==> config.mk <==
export PLATFORM = sky130hd
export DESIGN_NAME = regbank_access_seq
export DESIGN_NICKNAME = d
export VERILOG_FILES = /design/src/rtl/regbank_access_seq_pkg.sv /design/src/rtl/regbank_instr_decode.sv /design/src/rtl/regbank_access_seq.sv
export SDC_FILE = /design/constraint.sdc
export NUM_CORES = 1
export LEC_CHECK = 0
export ABC_AREA = 0
export BUFFER_PORTS_ARGS = -buffer_cell sky130_fd_sc_hd__buf_2
export CORE_MARGIN = 1.5
export CORE_UTILIZATION = 45
export DETAILED_ROUTE_END_ITERATION = 8
export PLACE_DENSITY = 0.79
export REMOVE_ABC_BUFFERS = 1
export SLEW_MARGIN = 20
export SYNTH_ARGS = -nofsm -noshare
export SYNTH_HDL_FRONTEND = slang
export SYNTH_SLANG_ARGS = --single-unit
==> constraint.sdc <==
create_clock -name clk -period 2.6 [get_ports clk]
set_input_delay 0.52 -clock clk [delete_from_list [all_inputs] [get_ports clk]]
set_output_delay 0.52 -clock clk [all_outputs]
set_load 0.01 [all_outputs]
==> src/rtl/regbank_access_seq_pkg.sv <==
// Shared types and constants for the register-bank access sequencer.
// Used by regbank_instr_decode and regbank_access_seq (REGBANK_R0_ZERO_EN aware).
package regbank_access_seq_pkg;

  localparam int DW_DEF  = 16;
  localparam int AW_DEF  = 3;
  localparam int OPW_DEF = 4;

  // Instruction layout: [15:12] opcode, [11:9] dst, [8:6] src1, [5:3] src2, [2:0] unused
  localparam int OP_LSB   = 12;
  localparam int DST_LSB  = 9;
  localparam int SRC1_LSB = 6;
  localparam int SRC2_LSB = 3;

  localparam logic [OPW_DEF-1:0] OP_NOP = 4'b0000;
  localparam logic [OPW_DEF-1:0] OP_CMP = 4'b1110;

  typedef enum logic [2:0] {
    S_IDLE,
    S_READ,
    S_ISSUE,
    S_WAIT_RES,
    S_WB
  } state_t;

endpackage

==> src/rtl/regbank_instr_decode.sv <==
// Combinational instruction field split plus NOP / write-back flags.
// With REGBANK_R0_ZERO_EN defined, a destination of register 0 never needs write-back.
module regbank_instr_decode
  import regbank_access_seq_pkg::*;
#(
  parameter int DW  = DW_DEF,
  parameter int AW  = AW_DEF,
  parameter int OPW = OPW_DEF
) (
  input  logic [DW-1:0]  i_instr,
  output logic [OPW-1:0] o_op,
  output logic [AW-1:0]  o_dst,
  output logic [AW-1:0]  o_src1,
  output logic [AW-1:0]  o_src2,
  output logic           o_is_nop,
  output logic           o_needs_wb
);

  logic w_unused_bits;

  assign o_op   = i_instr[OP_LSB +: OPW];
  assign o_dst  = i_instr[DST_LSB +: AW];
  assign o_src1 = i_instr[SRC1_LSB +: AW];
  assign o_src2 = i_instr[SRC2_LSB +: AW];

  assign o_is_nop = (o_op == OP_NOP);

`ifdef REGBANK_R0_ZERO_EN
  assign o_needs_wb = (o_op != OP_CMP) && (o_dst != '0);
`else
  assign o_needs_wb = (o_op != OP_CMP);
`endif

  assign w_unused_bits = ^i_instr[SRC2_LSB-1:0];

endmodule

==> src/rtl/regbank_access_seq.sv <==
// Register-bank access sequencer: one instruction in flight, bank read -> ALU -> bank write.
// Optional REGBANK_R0_ZERO_EN: register 0 reads as zero and is never written.
module regbank_access_seq
  import regbank_access_seq_pkg::*;
#(
  parameter int DW  = DW_DEF,
  parameter int AW  = AW_DEF,
  parameter int OPW = OPW_DEF
) (
  input  logic           clk,
  input  logic           rst_n,
  input  logic           instr_valid,
  output logic           instr_ready,
  input  logic [DW-1:0]  instr,
  output logic [AW-1:0]  rpa1,
  output logic [AW-1:0]  rpa2,
  output logic           rd1,
  output logic           rd2,
  input  logic [DW-1:0]  p1,
  input  logic [DW-1:0]  p2,
  output logic [AW-1:0]  wpa,
  output logic           wr,
  output logic [DW-1:0]  Din,
  output logic           alu_valid,
  input  logic           alu_ready,
  output logic [OPW-1:0] alu_op,
  output logic [DW-1:0]  alu_a,
  output logic [DW-1:0]  alu_b,
  input  logic           res_valid,
  input  logic [DW-1:0]  res_data,
  output logic           done,
  output state_t         o_dbg_state
);

  // Handshakes: a transfer occurs on a rising edge where valid and ready are both
  // high; the valid side holds its payload stable until that edge.

  logic [OPW-1:0] w_op;
  logic [AW-1:0]  w_dst, w_src1, w_src2;
  logic           w_is_nop, w_needs_wb;
  logic           w_rd1_en, w_rd2_en;

  state_t         r_state;
  logic           r_instr_ready;
  logic [AW-1:0]  r_rpa1, r_rpa2, r_wpa;
  logic           r_rd1, r_rd2, r_wr, r_done, r_alu_valid;
  logic [DW-1:0]  r_din, r_alu_a, r_alu_b;
  logic [OPW-1:0] r_alu_op, r_op;
  logic [AW-1:0]  r_dst;
  logic           r_needs_wb;

  regbank_instr_decode #(.DW(DW), .AW(AW), .OPW(OPW)) u_decode (
    .i_instr    (instr),
    .o_op       (w_op),
    .o_dst      (w_dst),
    .o_src1     (w_src1),
    .o_src2     (w_src2),
    .o_is_nop   (w_is_nop),
    .o_needs_wb (w_needs_wb)
  );

`ifdef REGBANK_R0_ZERO_EN
  assign w_rd1_en = (w_src1 != '0);
  assign w_rd2_en = (w_src2 != '0);
`else
  assign w_rd1_en = 1'b1;
  assign w_rd2_en = 1'b1;
`endif

  always_ff @(posedge clk) begin
    if (!rst_n) begin
      r_state       <= S_IDLE;
      r_instr_ready <= 1'b1;
      r_rpa1        <= '0;
      r_rpa2        <= '0;
      r_wpa         <= '0;
      r_rd1         <= 1'b0;
      r_rd2         <= 1'b0;
      r_wr          <= 1'b0;
      r_done        <= 1'b0;
      r_alu_valid   <= 1'b0;
      r_din         <= '0;
      r_alu_a       <= '0;
      r_alu_b       <= '0;
      r_alu_op      <= '0;
      r_op          <= '0;
      r_dst         <= '0;
      r_needs_wb    <= 1'b0;
    end else begin
      r_done <= 1'b0;
      r_wr   <= 1'b0;
      case (r_state)
        S_IDLE: begin
          if (instr_valid) begin
            r_op       <= w_op;
            r_dst      <= w_dst;
            r_needs_wb <= w_needs_wb;
            if (w_is_nop) begin
              r_done <= 1'b1;
            end else begin
              r_state       <= S_READ;
              r_instr_ready <= 1'b0;
              r_rd1         <= w_rd1_en;
              r_rd2         <= w_rd2_en;
              r_rpa1        <= w_src1;
              r_rpa2        <= w_src2;
            end
          end
        end
        S_READ: begin
          // A port left disabled (register 0 as zero) supplies a zero operand
          r_alu_a     <= r_rd1 ? p1 : '0;
          r_alu_b     <= r_rd2 ? p2 : '0;
          r_rd1       <= 1'b0;
          r_rd2       <= 1'b0;
          r_alu_op    <= r_op;
          r_alu_valid <= 1'b1;
          r_state     <= S_ISSUE;
        end
        S_ISSUE: begin
          if (alu_ready) begin
            r_alu_valid <= 1'b0;
            if (res_valid) begin
              r_din   <= res_data;
              r_wpa   <= r_dst;
              r_wr    <= r_needs_wb;
              r_done  <= 1'b1;
              r_state <= S_WB;
            end else begin
              r_state <= S_WAIT_RES;
            end
          end
        end
        S_WAIT_RES: begin
          if (res_valid) begin
            r_din   <= res_data;
            r_wpa   <= r_dst;
            r_wr    <= r_needs_wb;
            r_done  <= 1'b1;
            r_state <= S_WB;
          end
        end
        S_WB: begin
          r_state       <= S_IDLE;
          r_instr_ready <= 1'b1;
        end
        default: begin
          r_state       <= S_IDLE;
          r_instr_ready <= 1'b1;
        end
      endcase
    end
  end

  assign instr_ready = r_instr_ready;
  assign rpa1        = r_rpa1;
  assign rpa2        = r_rpa2;
  assign rd1         = r_rd1;
  assign rd2         = r_rd2;
  assign wpa         = r_wpa;
  assign wr          = r_wr;
  assign Din         = r_din;
  assign alu_valid   = r_alu_valid;
  assign alu_op      = r_alu_op;
  assign alu_a       = r_alu_a;
  assign alu_b       = r_alu_b;
  assign done        = r_done;
  assign o_dbg_state = r_state;

endmodule

# Word-level counts from Yosys, hierarchy flattened
# Cells that the tools add are included.
# word_totals
reg_bits	77
in_bits	69
out_inout_bits	70
word_cells	69
# classes
n_eq_ne	8
n_mux	30
bitwise	2
reduce_logical	13
# op_table
op	n
16-bit 2-to-1 mux	4
16-bit one-hot mux with 2 select lines	1
3-bit 2-to-1 mux	7
3-bit one-hot mux with 4 select lines	1
1-bit 2-to-1 mux	11
3-bit AND reduction	3
2-bit != test (second input constant)	4
1-bit one-hot mux with 2 select lines	4
3-bit by 2-bit == test with 1-bit output (second input constant)	2
3-bit one-hot mux with 2 select lines	1
2-bit AND reduction	3
2-bit nonzero test	3
4-bit logical NOT	1
4-bit != test (second input constant)	1
4-bit AND reduction	1
3-bit by 1-bit == test with 1-bit output (second input constant)	1
3-bit logical NOT	1
1-bit one-hot mux with 3 select lines	1
3-bit OR reduction	1
1-bit NOT	2

# Logic depth before layout (Yosys ltp)
# depth
depth_word	4
depth_mapped	6
depth_no_buf	3

# Hierarchy
# A second synthesis with hierarchy kept.
# unflattened
hier_cells	336
hier_area_um2	3083.0
# modules_own_cells
mod	n_inst	cells_per_inst	area_per_inst_um2	seq_area_each_um2
regbank_access_seq	1	321	2964.1	1541.5
regbank_instr_decode	1	15	118.9	0.0

# Worst setup path before layout
# Ideal clock, no wire load.
# synth_timing
path_type	register -> register
start	reg r_state[2] (netlist: o_dbg_state[2])
end	reg r_rpa1[0] (netlist: rpa1[0])
arrival_time_ns	1.482
required_ns	2.528
path_slack_ns	1.047
path_stages_with_launch	6
period_less_slack_ns	1.553
cell_sequence	dfxtp_1 buf_6 or4b_4 buf_6 nor2_8 mux2i_1
# synth_between
elab_chain_cells	2
# synth_lines
element	line	rtl
start: declaration	regbank_access_seq.sv:43	state_t r_state;
start signal: assignment	regbank_access_seq.sv:72	r_state <= S_IDLE;
start signal: assignment	regbank_access_seq.sv:101	r_state <= S_READ;
start signal: assignment	regbank_access_seq.sv:118	r_state <= S_ISSUE;
3-bit logical NOT	regbank_access_seq.sv:92	case (r_state)
3-bit AND reduction (no line)	n/a	
end signal: assignment	regbank_access_seq.sv:105	r_rpa1 <= w_src1;
end: declaration	regbank_access_seq.sv:45	logic [AW-1:0] r_rpa1, r_rpa2, r_wpa;
# Every way passes these cells.
# A chain may end at the register's enable or synchronous reset.

# Worst setup path in the final report
# layout_timing
start	reg r_state[1] (netlist: o_dbg_state[1])
end	out o_dbg_state[1]
# layout_rtl
element	line	rtl
end: declaration	regbank_access_seq.sv:32	output state_t o_dbg_state
# No word-level cell between the ends.

==> impl_metrics.csv <==
group,metric,value,unit
outcome,outcome,"completed",
grt,antenna_found_initial,0,
worst_setup_path,cp-end-kind,"output pin",
logic_synthesis,synth-main-ff-cell,"dfxtp_1",
grt,grt.overflow.total,0,
clock_tree,cts_hold_buf,0,
worst_hold_path,min_from,"res_data[10]",
worst_hold_path,min_to,"Din[10]",
die,io_pins,139,
finish,syn_to_final_growth,27.81,%
finish,drive_gt1_share,34.61,%
die,die_area,0.007354,mm²
logic_synthesis,syn_avg_cell_area,8.985,µm²
sta,relSlewSlack,60.75,%
worst_hold_path,hold_path_class,"in -> reg",
placement,place_area,0.003756,mm²
sta,final-setup-viol-count,0,
clock_tree,cts.sinks,77,
logic_synthesis,yosys_register_bits,77,
worst_setup_path,reg2reg_from,"o_dbg_state[1]",
routing,wire_per_inst,12.47,µm
worst_setup_path,crit_path_max_fanout,11,
worst_setup_path,crit_type,"reg -> out",
sta,finClkSkew,6.075,ps
worst_setup_path,regToRegSetupSlack,950,ps
clock_tree,clk_pin_slew,80,ps
routing,drc_errors,0,
placement,port_buffers,135,
sta,worstMarginPinSlew,586.3,ps
clock_tree,clk_latency,330,ps
logic_synthesis,ys_warn_count,0,
placement,dp_hpwl,4.822,mm
clock_tree,cts_setup_buffers,0,
clock_tree,tritoncts,"yes",
grt,grt_usage,18.41,%
sta,finalMaxSlewViolations,0,
sta,hold_viol_final,0,
die,num_rows,29,
sta,fin_crit_sh,65.11,%
logic_synthesis,syn_area,0.003082,mm²
worst_setup_path,crit_arrival,1170,ps
die,die_x,85.76,µm
logic_synthesis,yosysUniqueCellTypes,34,
worst_setup_path,start_kind,"register",
routing,drt_first_iter_violations,107,
worst_setup_path,critical-path-slowest-cell,"dfxtp_1",
grt,grt_pass1_vias,2432,
logic_synthesis,yosysTopAreaCell,"dfxtp_1",
clock_tree,ctsRootBufferMaster,"clkbuf_8",
routing,via_per_inst,5.031,
grt,grt_pass1_wl,10.91,mm
worst_setup_path,r2r_cells,3,
die,coreArea,0.006495,mm²
power,power.leakage,0.001779,µW
sta,rsz0062_at_grt,"false",
finish,n_antenna_cell,0,
power,power,2383,µW
logic_synthesis,yosysMostFrequentCell,"nand2_1",
sta,max_freq,590.7,MHz
logic_synthesis,synth_area_leaders,"dfxtp_1 50%, nand2_1 13%, mux2i_1 8.1%",
logic_synthesis,ys_seq_area_share,50.02,%
clock_tree,cts_resized,0,
finish,stdcell_area,0.003939,mm²
grt,grt_max_degree,39,
sta,fin_tns_setup,0,ps
sta,min_period,1693,ps
routing,first_pass_iters,4,
clock_tree,numCtsBuffers,9,
worst_setup_path,required,2080,ps
worst_setup_path,worstPathCellList,"buf_2",
worst_setup_path,cpPeakStageDelay,620,ps
worst_setup_path,r2r-end,"rpa1[0]",
routing,dr_total_vias,2757,
worst_hold_path,whs_path_depth,3,
routing,antenna_left,0,
finish,nNetsFinal,535,
power,power_density,605.0,mW/mm²
power,ir_worst_vdd,0.2717,mV
clock_tree,clock_path_buffers,2,
die,start_util,47.45,%
routing,wirelength,6.835,mm
placement,place.gp.congestion,0.7252,
logic_synthesis,synth_edf_count,0,
worst_setup_path,cp_top_family,"flip-flops",
logic_synthesis,synth_top_area_share,50.02,%
run,maxCapViolations,0,
logic_synthesis,synth_common_cells,"106 x nand2_1, 77 x dfxtp_1, 32 x nand3_1",
logic_synthesis,async_flop_share,0,%
logic_synthesis,synth_cells,343,
clock_tree,cts_htree_levels,3,
die,dieHeight,85.76,µm
worst_setup_path,timing.critical_path.buf_inv,1,
state kept, by name, indices dropped and copies added, names as in the netlist:
| name | cells |
|---|---|
| alu_a | 16 |
| instr_ready | 1 |
| done | 1 |
| alu_valid | 1 |
| rpa2 | 3 |
| rd2 | 1 |
| wpa | 3 |
| alu_b | 16 |
| Din | 16 |
| rpa1 | 3 |
| r_dst | 3 |
| r_needs_wb | 1 |
| r_op | 4 |
| wr | 1 |
| alu_op | 4 |
| o_dbg_state | 3 |
cell type report:
| class | instances | area, µm² |
|---|---|---|
| clock buffer | 9 | 123.9 |
| clock inverter | 7 | 58.81 |
| fill | 570 | 2556 |
| inverter | 2 | 7.507 |
| multi-input combinational | 235 | 1390 |
| sequential | 77 | 1541 |
| tap | 77 | 96.34 |
| timing repair buffer | 141 | 720.7 |
per-stage QoR:
stage               util, %  hold WS (ps)  setup WS [ps]  std cells
finish                60.64         422.2          907.2        548
floorplan                 -         431.0          295.7        314
detailed placement    57.83         440.0          852.7        532
global route          60.64         410.1          851.9        548
CTS                   60.64         407.0          891.5        548
global placement      57.83         433.6          908.7        532
how the worst max path moves through the flow:
stage | endpoint | startpoint | slack (ps) | cells after the start
after global placement | rpa2[1] | instr_valid | 910 | 4
after detailed placement | alu_a[0] | rst_n | 850 | 3
after CTS | rd2 | rd2 | 890 | 1
final | o_dbg_state[1] | o_dbg_state[1] | 910 | 1
after global routing | rd2 | rd2 | 850 | 1
after floorplan | Din[0] | o_dbg_state[1] | 300 | 3
routing by layer:
layer | track usage [%] | wire [µm] | up-vias | part of all wire (%)
met5 | 0 | 0 | - | 0
met4 | 6.598 | 26 | 0 | 0.38
met3 | 5.582 | 504 | 2 | 7.4
met2 | 32.43 | 3341 | 106 | 49
met1 | 21.07 | 2962 | 1256 | 43
li1 | - | - | 1393 | -
cell families after synthesis:
logic type | synth area share [%]
compound gates | 13.11
mux | 8.120
buf+inv | 4.953
flops | 50.02
simple gates | 23.79
worst register-to-register path: cells and delay by family (launching register included):
| family | cells | cell delay, ps |
|---|---|---|
| flip-flops | 1 | 460 |
| AND/OR/NAND/NOR | 2 | 910 |
| multiplexers | 1 | 210 |
report_power, final:
part           internal (µW)  switching (µW)  total, µW
Clock                    358             456        814
Sequential              1220            36.6       1260
Combinational            134             174        309
layout by cell type (no fill, tap or decap), types with 2 or more instances in the layout:
cell / synthesis / layout
a21oi_1: 2 / 2
o211a_1: 2 / 2
a21boi_1: 22 / 22
inv_1: 2 / 2
and2b_1: 2 / 2
dfxtp_1: 77 / 77
nand2b_1: 2 / 2
buf_4: 1 / 6
clkinv_4: 0 / 3
clkinvlp_4: 0 / 2
nand3_1: 32 / 32
nor2b_1: 2 / 2
nor2_1: 3 / 2
buf_2: 8 / 135
mux2i_1: 25 / 25
nand2_1: 106 / 106
inv_6: 0 / 2
a21boi_0: 21 / 21
clkbuf_8: 0 / 9
(Power assumes the default switching activity.)
